===== config.mk =====
export PLATFORM = sky130hd
export DESIGN_NAME = nrzi_rx
export DESIGN_NICKNAME = d
export VERILOG_FILES = /design/src/rtl/usb_pkg.sv /design/src/rtl/counter.sv /design/src/rtl/nrzi_rx.sv
export SDC_FILE = /design/constraint.sdc
export NUM_CORES = 1
export LEC_CHECK = 0
export CAP_MARGIN = 10
export CELL_PAD_IN_SITES_DETAIL_PLACEMENT = 1
export CELL_PAD_IN_SITES_GLOBAL_PLACEMENT = 1
export CORE_UTILIZATION = 41
export CTS_BUF_LIST = sky130_fd_sc_hd__clkbuf_8
export CTS_CLUSTER_DIAMETER = 100
export CTS_CLUSTER_SIZE = 16
export DETAILED_ROUTE_END_ITERATION = 8
export MAX_ROUTING_LAYER = met4
export PLACE_DENSITY_LB_ADDON = 0.3
export SYNTH_ARGS = -nofsm -noshare
export SYNTH_HDL_FRONTEND = slang
export SYNTH_HIERARCHICAL = 1
export SYNTH_SLANG_ARGS = --single-unit

===== constraint.sdc =====
create_clock -name clk -period 1.95 [get_ports clk]
set_input_delay 0.195 -clock clk [delete_from_list [all_inputs] [get_ports clk]]
set_output_delay 0.195 -clock clk [all_outputs]
set_load 0.1 [all_outputs]

===== src/rtl/usb_pkg.sv =====
// Shared USB line-level types: line states from the differential pair,
// the NRZI receiver FSM states and the default packet length limit.
package usb_pkg;

  localparam int USB_MAX_BITS = 1200;

  typedef enum logic [1:0] {
    J   = 2'd0,
    K   = 2'd1,
    SE0 = 2'd2,
    SE1 = 2'd3
  } line_t;

  typedef enum logic [1:0] {
    IDLE = 2'd0,
    RECV = 2'd1,
    EOP1 = 2'd2,
    EOP2 = 2'd3
  } state_t;

  function automatic line_t line_decode(input logic dp, input logic dm);
    case ({dp, dm})
      2'b10:   return J;
      2'b01:   return K;
      2'b00:   return SE0;
      default: return SE1;
    endcase
  endfunction

endpackage


===== src/rtl/counter.sv =====
// Saturating up/down counter with clear and increment controls.
// When clear and increment coincide, the count restarts at one step from zero.
module counter #(
  parameter int             W   = 8,
  parameter logic [W-1:0]   MAX = '1
) (
  input  logic         clk,
  input  logic         rst,
  input  logic         up,
  input  logic         inc_cnt,
  input  logic         clr_cnt,
  output logic [W-1:0] cnt
);

  always_ff @(posedge clk) begin
    if (rst) begin
      cnt <= '0;
    end else if (clr_cnt) begin
      cnt <= (inc_cnt && up) ? W'(1) : '0;
    end else if (inc_cnt) begin
      if (up) begin
        if (cnt != MAX) cnt <= cnt + 1'b1;
      end else begin
        if (cnt != '0) cnt <= cnt - 1'b1;
      end
    end
  end

endmodule


===== src/rtl/nrzi_rx.sv =====
// NRZI receive decoder and line-state tracker: frames packets from the first
// K after idle to EOP and flags SE1, malformed EOP and babble as line errors.
module nrzi_rx
  import usb_pkg::*;
#(
  parameter int MAX_BITS = USB_MAX_BITS
) (
  input  logic       clk,
  input  logic       rst,
  input  logic       dp,
  input  logic       dm,
  output logic       outb,
  output logic       recving,
  output logic       eop,
  output logic       err,
  output logic [1:0] fsm_state,
  output logic       prev_k
);

  localparam int CW = $clog2(MAX_BITS + 1);
  localparam logic [CW-1:0] MAX_CNT = CW'(MAX_BITS);

  state_t        state;
  line_t         prev;
  line_t         line;
  logic [CW-1:0] bitcnt;
  logic          start;
  logic          clr_cnt;
  logic          inc_cnt;

  assign line      = line_decode(dp, dm);
  assign fsm_state = state;
  assign prev_k    = (prev == K);

  // bitcnt includes the packet's first bit, so it equals the number of bits
  // already delivered; a J/K arriving when it is at MAX_BITS is babble.
  assign start   = (state == IDLE) && (line == K);
  assign clr_cnt = start;
  assign inc_cnt = start || ((state == RECV) && ((line == J) || (line == K)));

  counter #(
    .W   (CW),
    .MAX (MAX_CNT)
  ) u_bitcnt (
    .clk     (clk),
    .rst     (rst),
    .up      (1'b1),
    .inc_cnt (inc_cnt),
    .clr_cnt (clr_cnt),
    .cnt     (bitcnt)
  );

  // outb carries a decoded bit only while recving is high; otherwise it holds.
  always_ff @(posedge clk) begin
    if (rst) begin
      state   <= IDLE;
      prev    <= J;
      outb    <= 1'b1;
      recving <= 1'b0;
      eop     <= 1'b0;
      err     <= 1'b0;
    end else begin
      eop <= 1'b0;
      err <= 1'b0;
      case (state)
        IDLE: begin
          case (line)
            K: begin
              state   <= RECV;
              prev    <= K;
              outb    <= 1'b0;
              recving <= 1'b1;
            end
            SE1:     err <= 1'b1;
            default: ;
          endcase
        end
        RECV: begin
          case (line)
            J, K: begin
              if (bitcnt == MAX_CNT) begin
                err     <= 1'b1;
                recving <= 1'b0;
                state   <= IDLE;
                prev    <= J;
              end else begin
                outb <= (line == prev);
                prev <= line;
              end
            end
            SE0: begin
              state   <= EOP1;
              recving <= 1'b0;
            end
            default: begin
              err     <= 1'b1;
              recving <= 1'b0;
              state   <= IDLE;
              prev    <= J;
            end
          endcase
        end
        EOP1: begin
          if (line == SE0) begin
            state <= EOP2;
          end else begin
            err   <= 1'b1;
            state <= IDLE;
            prev  <= J;
          end
        end
        default: begin
          if (line != SE0) begin
            if (line == J) eop <= 1'b1;
            else           err <= 1'b1;
            state <= IDLE;
            prev  <= J;
          end
        end
      endcase
    end
  end

endmodule


Word level (Yosys, flattened, before mapping)

Index checks and enable logic that the tools add are counted.

Bitwise logic cells: 1
Reductions and logical operators: 18
Equality and inequality tests: 18
Add/sub/neg operators: 1
Muxes and demuxes: 31

Operator list:

| kind                                                             | number |
|---|---|
| 11-bit two-way mux                                               | 3 |
| 2-bit one-hot mux with 3 select lines                            | 3 |
| 1-bit two-way mux                                                | 13 |
| 2-bit two-way mux                                                | 6 |
| 11-bit by 1-bit adder with 11-bit output (second input constant) | 1 |
| 11-bit == test (second input constant)                           | 1 |
| 11-bit != test (second input constant)                           | 1 |
| 2-bit by 1-bit == test with 1-bit output (second input constant) | 4 |
| 2-bit == test (second input constant)                            | 4 |
| 2-bit != test (second input constant)                            | 4 |
| 2-bit one-hot mux with 2 select lines                            | 2 |
| 4-bit AND reduction                                              | 2 |
| 2-bit zero test                                                  | 3 |
| 1-bit one-hot mux with 2 select lines                            | 3 |
| 3-bit AND reduction                                              | 2 |
| 2-bit nonzero test                                               | 3 |
| 5-bit OR reduction                                               | 1 |
| 2-bit by 1-bit != test with 1-bit output (second input constant) | 2 |
| 4-bit nonzero test                                               | 1 |
| 3-bit != test (second input constant)                            | 1 |
| 1-bit one-hot mux with 3 select lines                            | 1 |
| 2-bit == test                                                    | 1 |
| 1-bit logical AND                                                | 2 |
| 1-bit logical OR                                                 | 2 |
| other kinds (3)                                                  | 3 |

Bits in registers: 19
Input port bits: 4

Depth between registers and ports, before layout

Gate-level depths: netlist (run 1).

Depth after elaboration: 8
Mapped depth: 9
Mapped depth without buffers: 8

Modules after synthesis

Netlist (run 1), hierarchy kept.

By module, submodules not included:

| module  | times used | cells an instance | sequential area each (µm²) | area an instance (µm²) |
|---|---|---|---|---|
| counter | 1          | 117               | 220.2                      | 967.2 |
| nrzi_rx | 1          | 58                | 160.2                      | 519.2 |

Worst setup path before layout (run 1)

OpenSTA, ideal clock, no wires.

Path kind: register to register
Start point: register state[0] (netlist: fsm_state[0])
End point: register u_bitcnt.cnt[1]
Period minus slack after synthesis: 2.364 ns
Buffers on the path: 2
Library setup time: 0.126 ns
Slack: -0.414 ns
Arrival: 2.238 ns
Cell stages (with the launch flop): 9
Cells stage by stage: dfxtp_1 > nor2_2 > and2_1 > buf_4 > nand2b_1 > o21ai_1 > buf_4 > mux2i_1 > nor2_1

Longest elaborated chain between the ends: 5
Elaborated cells on any way between the ends: 9
Classes of those cells: eq/ne: 1; mux: 1; reduce/logical: 7

RTL lines:

| what                                 | RTL line      | RTL |
|---|---|---|
| from (decl)                          | nrzi_rx.sv:23 | `state_t state;` |
| from (signal assigned)               | nrzi_rx.sv:56 | `state <= IDLE;` |
| from (signal assigned)               | nrzi_rx.sv:69 | `state <= RECV;` |
| from (signal assigned)               | nrzi_rx.sv:84 | `state <= IDLE;` |
| 2-bit zero test                      | nrzi_rx.sv:37 | `assign start = (state == IDLE) && (line == K);` |
| 1-bit logical AND                    | nrzi_rx.sv:37 |  |
| via clr_cnt                          | nrzi_rx.sv:28 | `logic clr_cnt;` |
| 1-bit logical OR                     | nrzi_rx.sv:39 | `assign inc_cnt = start \|\| ((state == RECV) && ((line == J) \|\| (line == K)));` |
| via inc_cnt                          | nrzi_rx.sv:29 | `logic inc_cnt;` |
| 2-bit nonzero test (no source line)  | --            |  |
| 2-bit AND reduction (no source line) | --            |  |
| to (signal assigned)                 | counter.sv:19 | `cnt <= (inc_cnt && up) ? W'(1) : '0;` |
| to (signal assigned)                 | counter.sv:22 | `if (cnt != MAX) cnt <= cnt + 1'b1;` |
| to (signal assigned)                 | counter.sv:24 | `if (cnt != '0) cnt <= cnt - 1'b1;` |
| to (decl)                            | counter.sv:12 | `output logic [W-1:0] cnt` |

The timed path passes the listed nets, and every way through them passes these cells.
A chain may end at the register's enable or synchronous reset.

Worst setup path after layout (run 1)

Start point: register u_bitcnt.cnt[0]
End point: register u_bitcnt.cnt[8]

Longest elaborated chain between the ends: 4
Elaborated cells on any way between the ends: 7
Classes of those cells: add/sub: 1; eq/ne: 1; mux: 3; reduce/logical: 2

RTL lines:

| what                                     | RTL line      | RTL |
|---|---|---|
| 11-bit by 1-bit adder with 11-bit output | counter.sv:22 |  |
| 11-bit two-way mux                       | counter.sv:22 |  |
| 11-bit two-way mux                       | counter.sv:20 | `end else if (inc_cnt) begin` |
| 11-bit two-way mux                       | counter.sv:18 | `end else if (clr_cnt) begin` |

Parallel ways exist; a longest one is shown, timed or not. The select of a mux whose other input is x is not followed.

==> results.md, run 1 <==
* Fin nets at 234
* First drt pass iteration count at 4
* DRC violations left at 0
* CTS Buf Count at 3
* Max rail drop VDD at 539.5 µV
* Vias per cell at 5.598
* DR iter-0 viols at 78
* WL per Instance at 16.85 µm
* Reg2Reg Depth at 7
* Req. time, crit path at 2120 ps
* Initial antenna violation count at 0
* Comb pwr share at 0.437
* CTS tree: yes
* Final setup fails at 0
* Internal power at 802.3 µW
* Worst Path Arrival at 2110 ps
* Layout cells sized above 1 at 0.3005
* DR top layer: met4
* Met3 WL post-DR at 74 µm
* I/O Pins at 11
* Final Critical Period at 1932 ps
* Finished Layout Cells at 259
* DIE HEIGHT at 62.21 µm
* Antenna-violating nets left at 0
* Die ar. at 0.003870 mm²
* IO buf count at 10
* DRT met1 WL at 2038 µm
* CTS sink count at 19
* Worst-path clk slew at 80 ps
* Most common cell after layout, fill and taps aside: buf_4
* Area Growth Syn to Fin at 30.30%
* Hold path endpoint: outb
* Synth cell types at 52
* Starting Density at 0.4352
* Synth Instances at 175
* Overall Global Routing Usage at 0.2383
* Share of power burned in registers at 0.346
* Flops & latches, synth at 19
* Core Area at 0.003416 mm²
* Net Switching at 495.2 µW
* Commonest non-fill, non-tap cells in the layout: 36 x buf_4, 14 x nor2_1, 14 x dfxtp_1
* Sequential fraction of the synthesis area at 0.2559
* Netlist Area Pre-Place at 0.001486 mm²
* First-pass GRT wire length at 7279 µm
* Fillers at 427
* Max Slew Vio Count at 0
* Unrepaired setup endpoints after global routing: yes
* Clk buf depth at 2
* EDFF count, synth at 0
* DRT Wirelength at 4365 µm
* Worst reg2reg path startpoint: u_bitcnt/cnt[0]
* Vias in the first global route at 1577
* Worst reg2reg setup slack at 20 ps
* Die width at 62.21 µm
* H-tree depth at 1
* Top Family by Delay on Critical Path: compound AO/OA/AOI/OAI gates
* Reg2reg end: u_bitcnt/cnt[8]
* Hold buffer count at cts at 0
* Placed Cells at 252
* DR vias at 1450
* DP Wirelength at 3376 µm
* Buf/Inv on CP at 1
* Clk_lat worst skew at 260 ps
* PwrDens at 669.9 mW/mm²
* Root buf cell: clkbuf_8
* Critical Path, Cell by Cell: fa_2, a21oi_2, o211ai_1, buf_4, o41ai_4, xor2_1, o31ai_1
* FF/Latch Area at 391.6 µm²
* Max stage delay cell, worst path: fa_2
* Worst Skew at 2.436 ps
* Gr ovfl total at 0
* Highest clock rate at 517.7 MHz
* Ys flop type: dfxtp_1
* Met2 Wirelength at 2238 µm
* Rows at 21
* Clk pwr share at 0.218
* Ant diodes at 0
* Status: finished, final reports clean
* Leak Pwr at 0.8962 nW
* Max incr delay on CP at 400 ps
* Avg Inst Size Synth at 8.494 µm²
* Synth warnings at 6
* Min-Delay Path Depth at 2
* Sw frac at 0.3817
* Worst hold slack at 521.9 ps
* Critical path class: reg2reg
* Hold Startpoint: outb
* Largest net degree at the start of global routing at 13
* Max Cap Violations at 0
* Final period utilization at 0.9906
* Area of the multi-input gates at 0.001111 mm²
* HP Class: reg2reg
* GP Congestion at 0.8339
* Final hold vios at 0
* Async SR Flop Fraction at 0
* Crit path launch type: register
* Max FO, Critical Path at 3
* Worst setup EP type: register
==> routing by layer <==
layer / vias to the layer above / GRT usage
li1: 718 / -
met1: 715 / 0.2870
met2: 15 / 0.4341
met3: 2 / 0.03493
met4: 0 / 0.02035
met5: - / -
==> stage by stage <==
step	setup TNS (ps)	power [mW]	setup WS, ps	utilization	cell area (µm²)
after global placement	-372.1	0.9422	-100.5	0.5275	1802
after CTS	0	1.267	9.479	0.5498	1878
final	0	1.298	18.43	0.5670	1937
after detailed placement	-1129	0.9689	-218.2	0.5275	1802
after floorplan	0	0.8061	55.93	-	1498
after global routing	-306.8	1.365	-104.5	0.5670	1937
==> cells by family (layout without fill, tap and decap cells) <==
family,after synthesis,in the layout,share of synthesized area
buffers and inverters,14,51,0.04124
adders and majority gates,16,16,0.1397
muxes,10,10,0.06734
xor gates and xnor gates,6,6,0.03535
other,1,2,0.002523
and+or+nand+nor,66,66,0.2492
DFF,19,19,0.2559
AOI/OAI and AO/OA,43,43,0.2088
==> sequential cells by signal (all words and copies together) (netlist names) <==
signal        cells
u_bitcnt/cnt     11
fsm_state         2
prev              2
eop               1
err               1
outb              1
recving           1
==> power by group through the flow <==
stage,clock (mW),sequential [mW],combinational [mW]
2_1_floorplan,0,0.500,0.306
3_3_place_gp,0,0.451,0.491
5_1_grt,0.300,0.453,0.612
3_5_place_dp,0,0.454,0.515
4_1_cts,0.287,0.446,0.533
6_report,0.282,0.448,0.567
==> final cells by class <==
class	instances	share of cell area
clock buffer	3	0.02132
clock inverter	1	0.002584
inverter	8	0.01550
multi-input combinational	143	0.5736
sequential	19	0.2022
tap	46	0.02972
timing repair buffer	39	0.1550
==> worst max path at each step <==
stage / depth (start not counted) / from / endpoint
final: 7 / u_bitcnt/cnt[0] / u_bitcnt/cnt[8]
after global routing: 7 / u_bitcnt/cnt[0] / u_bitcnt/cnt[8]
after floorplan: 1 / prev[0] / prev_k
after detailed placement: 8 / dm / u_bitcnt/cnt[6]
after global placement: 8 / dm / u_bitcnt/cnt[6]
after CTS: 6 / u_bitcnt/cnt[1] / u_bitcnt/cnt[9]
==> tightest hold or removal path, stage by stage (launching register included) <==
cell,delay (ps)
dfxtp_1,310
nor2_1,90
mux2i_1,70
==> synth_stat cells (all sizes together), types with 2 or more instances <==
library cell	number	area, µm²
nand2	10	37.54
a211oi	5	50.05
o21ai	5	25.02
clkbuf	2	7.510
inv	8	30.03
or2	2	12.52
a21oi	10	53.80
a21o	2	17.52
and3	2	12.51
nor4	2	12.51
nand3	10	50.05
nor2	16	65.06
nor3	5	25.02
nand4	2	12.51
mux2i	10	100.1
nor4b	3	38.79
buf	4	23.76
o41ai	2	17.52
a41o	2	21.27
o211ai	2	15.01
o21a	3	22.52
dfxtp	19	380.4
a31oi	5	31.28
ha	15	187.7
o21bai	3	22.52
or3	2	12.51
nand2b	2	12.51
xor2	5	43.79
nor2b	3	18.77
==> repair_timing <==
action                     CTS  global route
buffers inserted             2             1
gates cloned                 0             0
setup endpoints to repair    4             8
gates resized for setup      4             9
pin swaps                    4             8
No activity file was read; power rests on OpenSTA's default activity.
==> run 2, diff against run 1 <==
Settings changed: ABC_AREA set to 1, CORE_UTILIZATION 41 to 38, CTS_BUF_LIST sky130_fd_sc_hd__clkbuf_8 to sky130_fd_sc_hd__clkbuf_4 sky130_fd_sc_hd__clkbuf_8.
==> run 2 against run 1 <==
Wire length is 5.6% lower; clock power increased by 4%; die area increased by 14%; critical path type is now in2reg; critical endpoint unchanged.
==> results.md, run 2 <==
* Comb pwr share at 0.500
* PwrDens at 861.8 mW/mm²
* Post-CTS Setup Bufs at 0
* Req. time, crit path at 2140 ps
* DR iter-0 viols at 91
* Critical path class: in2reg
* GP Congestion at 0.8857
* Synth Instances at 259
* Worst setup EP type: register
* Top Family by Delay on Critical Path: buffers and inverters
* DR vias at 1648
* Vias in the first global route at 1615
* IO buf count at 10
* Starting Density at 0.3954
* Avg Inst Size Synth at 6.063 µm²
* Net Switching at 722.1 µW
* Antenna-violating nets left at 0
* Worst-path clk slew at 70 ps
* Crit path from: dm
* Vias per cell at 4.934
* DRT Wirelength at 4119 µm
* Top cell type's share of synthesized area at 0.2422
* Die width at 66.28 µm
* Critical Path, Cell by Cell: clkdlybuf4s50_1, buf_4, ha_1, inv_1, nor2_2, inv_1, o21ai_0, nand2_2, nor2_2, buf_4, nand3_1, a21oi_1
* Clk buf depth at 2
* Final hold vios at 0
* Leak Pwr at 0.9395 nW
* Async SR Flop Fraction at 0
* Max rail drop VDD at 445.4 µV
* First drt pass iteration count at 4
* Max Slew Vio Count at 0
* EDFF count, synth at 0
* Final Critical Period at 1755 ps
* Ys flop type: dfxtp_1
* Max incr delay on CP at 490 ps
* Dpl cell area at 0.001792 mm²
* Fin nets at 305
* First-pass GRT wire length at 7162 µm
* Hold buffer count at cts at 0
* DIE HEIGHT at 66.28 µm
* Yosys top cell by area: dfxtp_1
* Clk pwr share at 0.185
* Overall Global Routing Usage at 0.2173
* HP Class: reg2reg
* Leading post-synthesis cells by instance count: 80 x nand2_1, 36 x inv_1, 28 x nor2_1
* Largest register by flop count: u_bitcnt/cnt
* Core Area at 0.003971 mm²
* Max Cap Violations at 0
* CTS sink count at 19
* CTS Buf Count at 3
* Status: finished, final reports clean
* Area Growth Syn to Fin at 17.21%
* Sequential fraction of the synthesis area at 0.2422
* Flops & latches, synth at 19
* Rows at 23
* Die ar. at 0.004393 mm²
* Most frequent cell after synthesis: nand2_1
* Util after Layout at 0.4635
* Synth warnings at 6
* Final setup fails at 0
* Final period utilization at 0.9002
* WL per Instance at 12.33 µm
* Worst reg2reg path startpoint: u_bitcnt/cnt[1]
* Share of power burned in registers at 0.315
* CTS tree: yes
* Synth cell types at 27
* Number of flip-flops under the largest register name at 11
* Cell area after layout at 0.001841 mm²
* Buf/Inv on CP at 5
* I/O Pins at 11
* Worst Path Arrival at 1950 ps
* Max stage delay cell, worst path: clkdlybuf4s50_1
* Commonest non-fill, non-tap cells in the layout: 80 x nand2_1, 36 x inv_1, 28 x nor2_1
* Ant diodes at 0
* Layout cells sized above 1 at 0.1162
* Largest net degree at the start of global routing at 14
* Setup TNS at 0 ps
* Gr ovfl total at 0
* H-tree depth at 1
* Max FO, Critical Path at 10
* Crit path launch type: primary input
* DRC violations left at 0
* Sw frac at 0.4553
* Leading cell types by total area after synthesis: dfxtp_1 24%, nand2_1 19%, ha_1 12%, inv_1 8.6%, nand3_1 7.6%
* Root buf cell: clkbuf_8
* Most common cell after layout, fill and taps aside: nand2_1
* Netlist Area Pre-Place at 0.001570 mm²
* Hold Startpoint: prev[1]
* DP Wirelength at 3366 µm
* Highest clock rate at 569.7 MHz
* Internal power at 864.0 µW
* Unrepaired setup endpoints after global routing: no
* Clk_lat worst skew at 260 ps
* PostCTS Resize Cnt at 0
* Worst Skew at 6.115 ps
* Initial antenna violation count at 0
[run 2: cell count changes after synthesis, sizes merged, moves of 4 or more]
cell	previous run	this run
nand3	10	24
mux2i	10	0
a211oi	5	0
a31oi	5	1
a21oi	10	21
inv	8	37
nand2	10	83
nor2	16	31
xor2	5	1
nand3b	1	5
[run 2: per-layer routing]
layer / wire (µm) / vias to the layer above / global-route usage
met5: 0 / - / -
met2: 1769 / 19 / 0.3393
li1: - / 872 / -
met1: 2200 / 755 / 0.2987
met4: 16 / 0 / 0.02394
met3: 132 / 2 / 0.04138
[run 2: path summary, 6_finish.rpt]
kind | slack [ps] | end | depth (start not counted)
max reg2reg | 280 | u_bitcnt/cnt[4] | 7
max | 190 | u_bitcnt/cnt[8] | 12
min reg2reg | 480 | prev[1] | 2
min | 480 | prev[1] | 2
[run 2: metrics by stage]
step / std cells / setup WS [ps] / hold slack, ps / total power [mW]
2_1_floorplan: 262 / 129.1 / 259.2 / 1.104
3_3_place_gp: 330 / -18.94 / 469.8 / 1.275
3_5_place_dp: 330 / -73.87 / 477.6 / 1.291
4_1_cts: 334 / 186.3 / 487.8 / 1.589
5_1_grt: 334 / 35.28 / 507.9 / 1.714
6_report: 334 / 194.6 / 481.6 / 1.586
[run 2: logic make-up (layout without fill, tap and decap cells)]
kind of cell / after synthesis / in the layout / synth area share
AND/OR/NAND/NOR: 150 / 150 / 0.4088
buffers and inverters: 40 / 62 / 0.1012
AO/OA/AOI/OAI: 32 / 32 / 0.1076
flip-flops: 19 / 19 / 0.2422
adder cells (fa/ha/maj): 16 / 16 / 0.1323
other: 1 / 4 / 0.002388
XOR/XNOR: 1 / 1 / 0.005579
[run 2: power groups by stage]
stage / clock, mW / combinational [mW] / sequential, mW
3_3_place_gp: 0 / 0.766 / 0.508
6_report: 0.293 / 0.794 / 0.499
3_5_place_dp: 0 / 0.780 / 0.510
4_1_cts: 0.301 / 0.787 / 0.501
2_1_floorplan: 0 / 0.488 / 0.616
5_1_grt: 0.313 / 0.892 / 0.509
[run 2: layout make-up]
class	count	area (µm²)
Multi-Input combinational cell	203	1042
Fill cell	574	2131
Timing Repair Buffer	21	165.2
Clock buffer	4	48.80
Inverter	37	138.9
Sequential cell	19	382.9
Tap cell	50	62.56
[run 2: worst min-delay path, cell delays in order, from the launching register on]
cell     delay (ps)
dfxtp_1         330
nand2_1          70
nor2_1           40
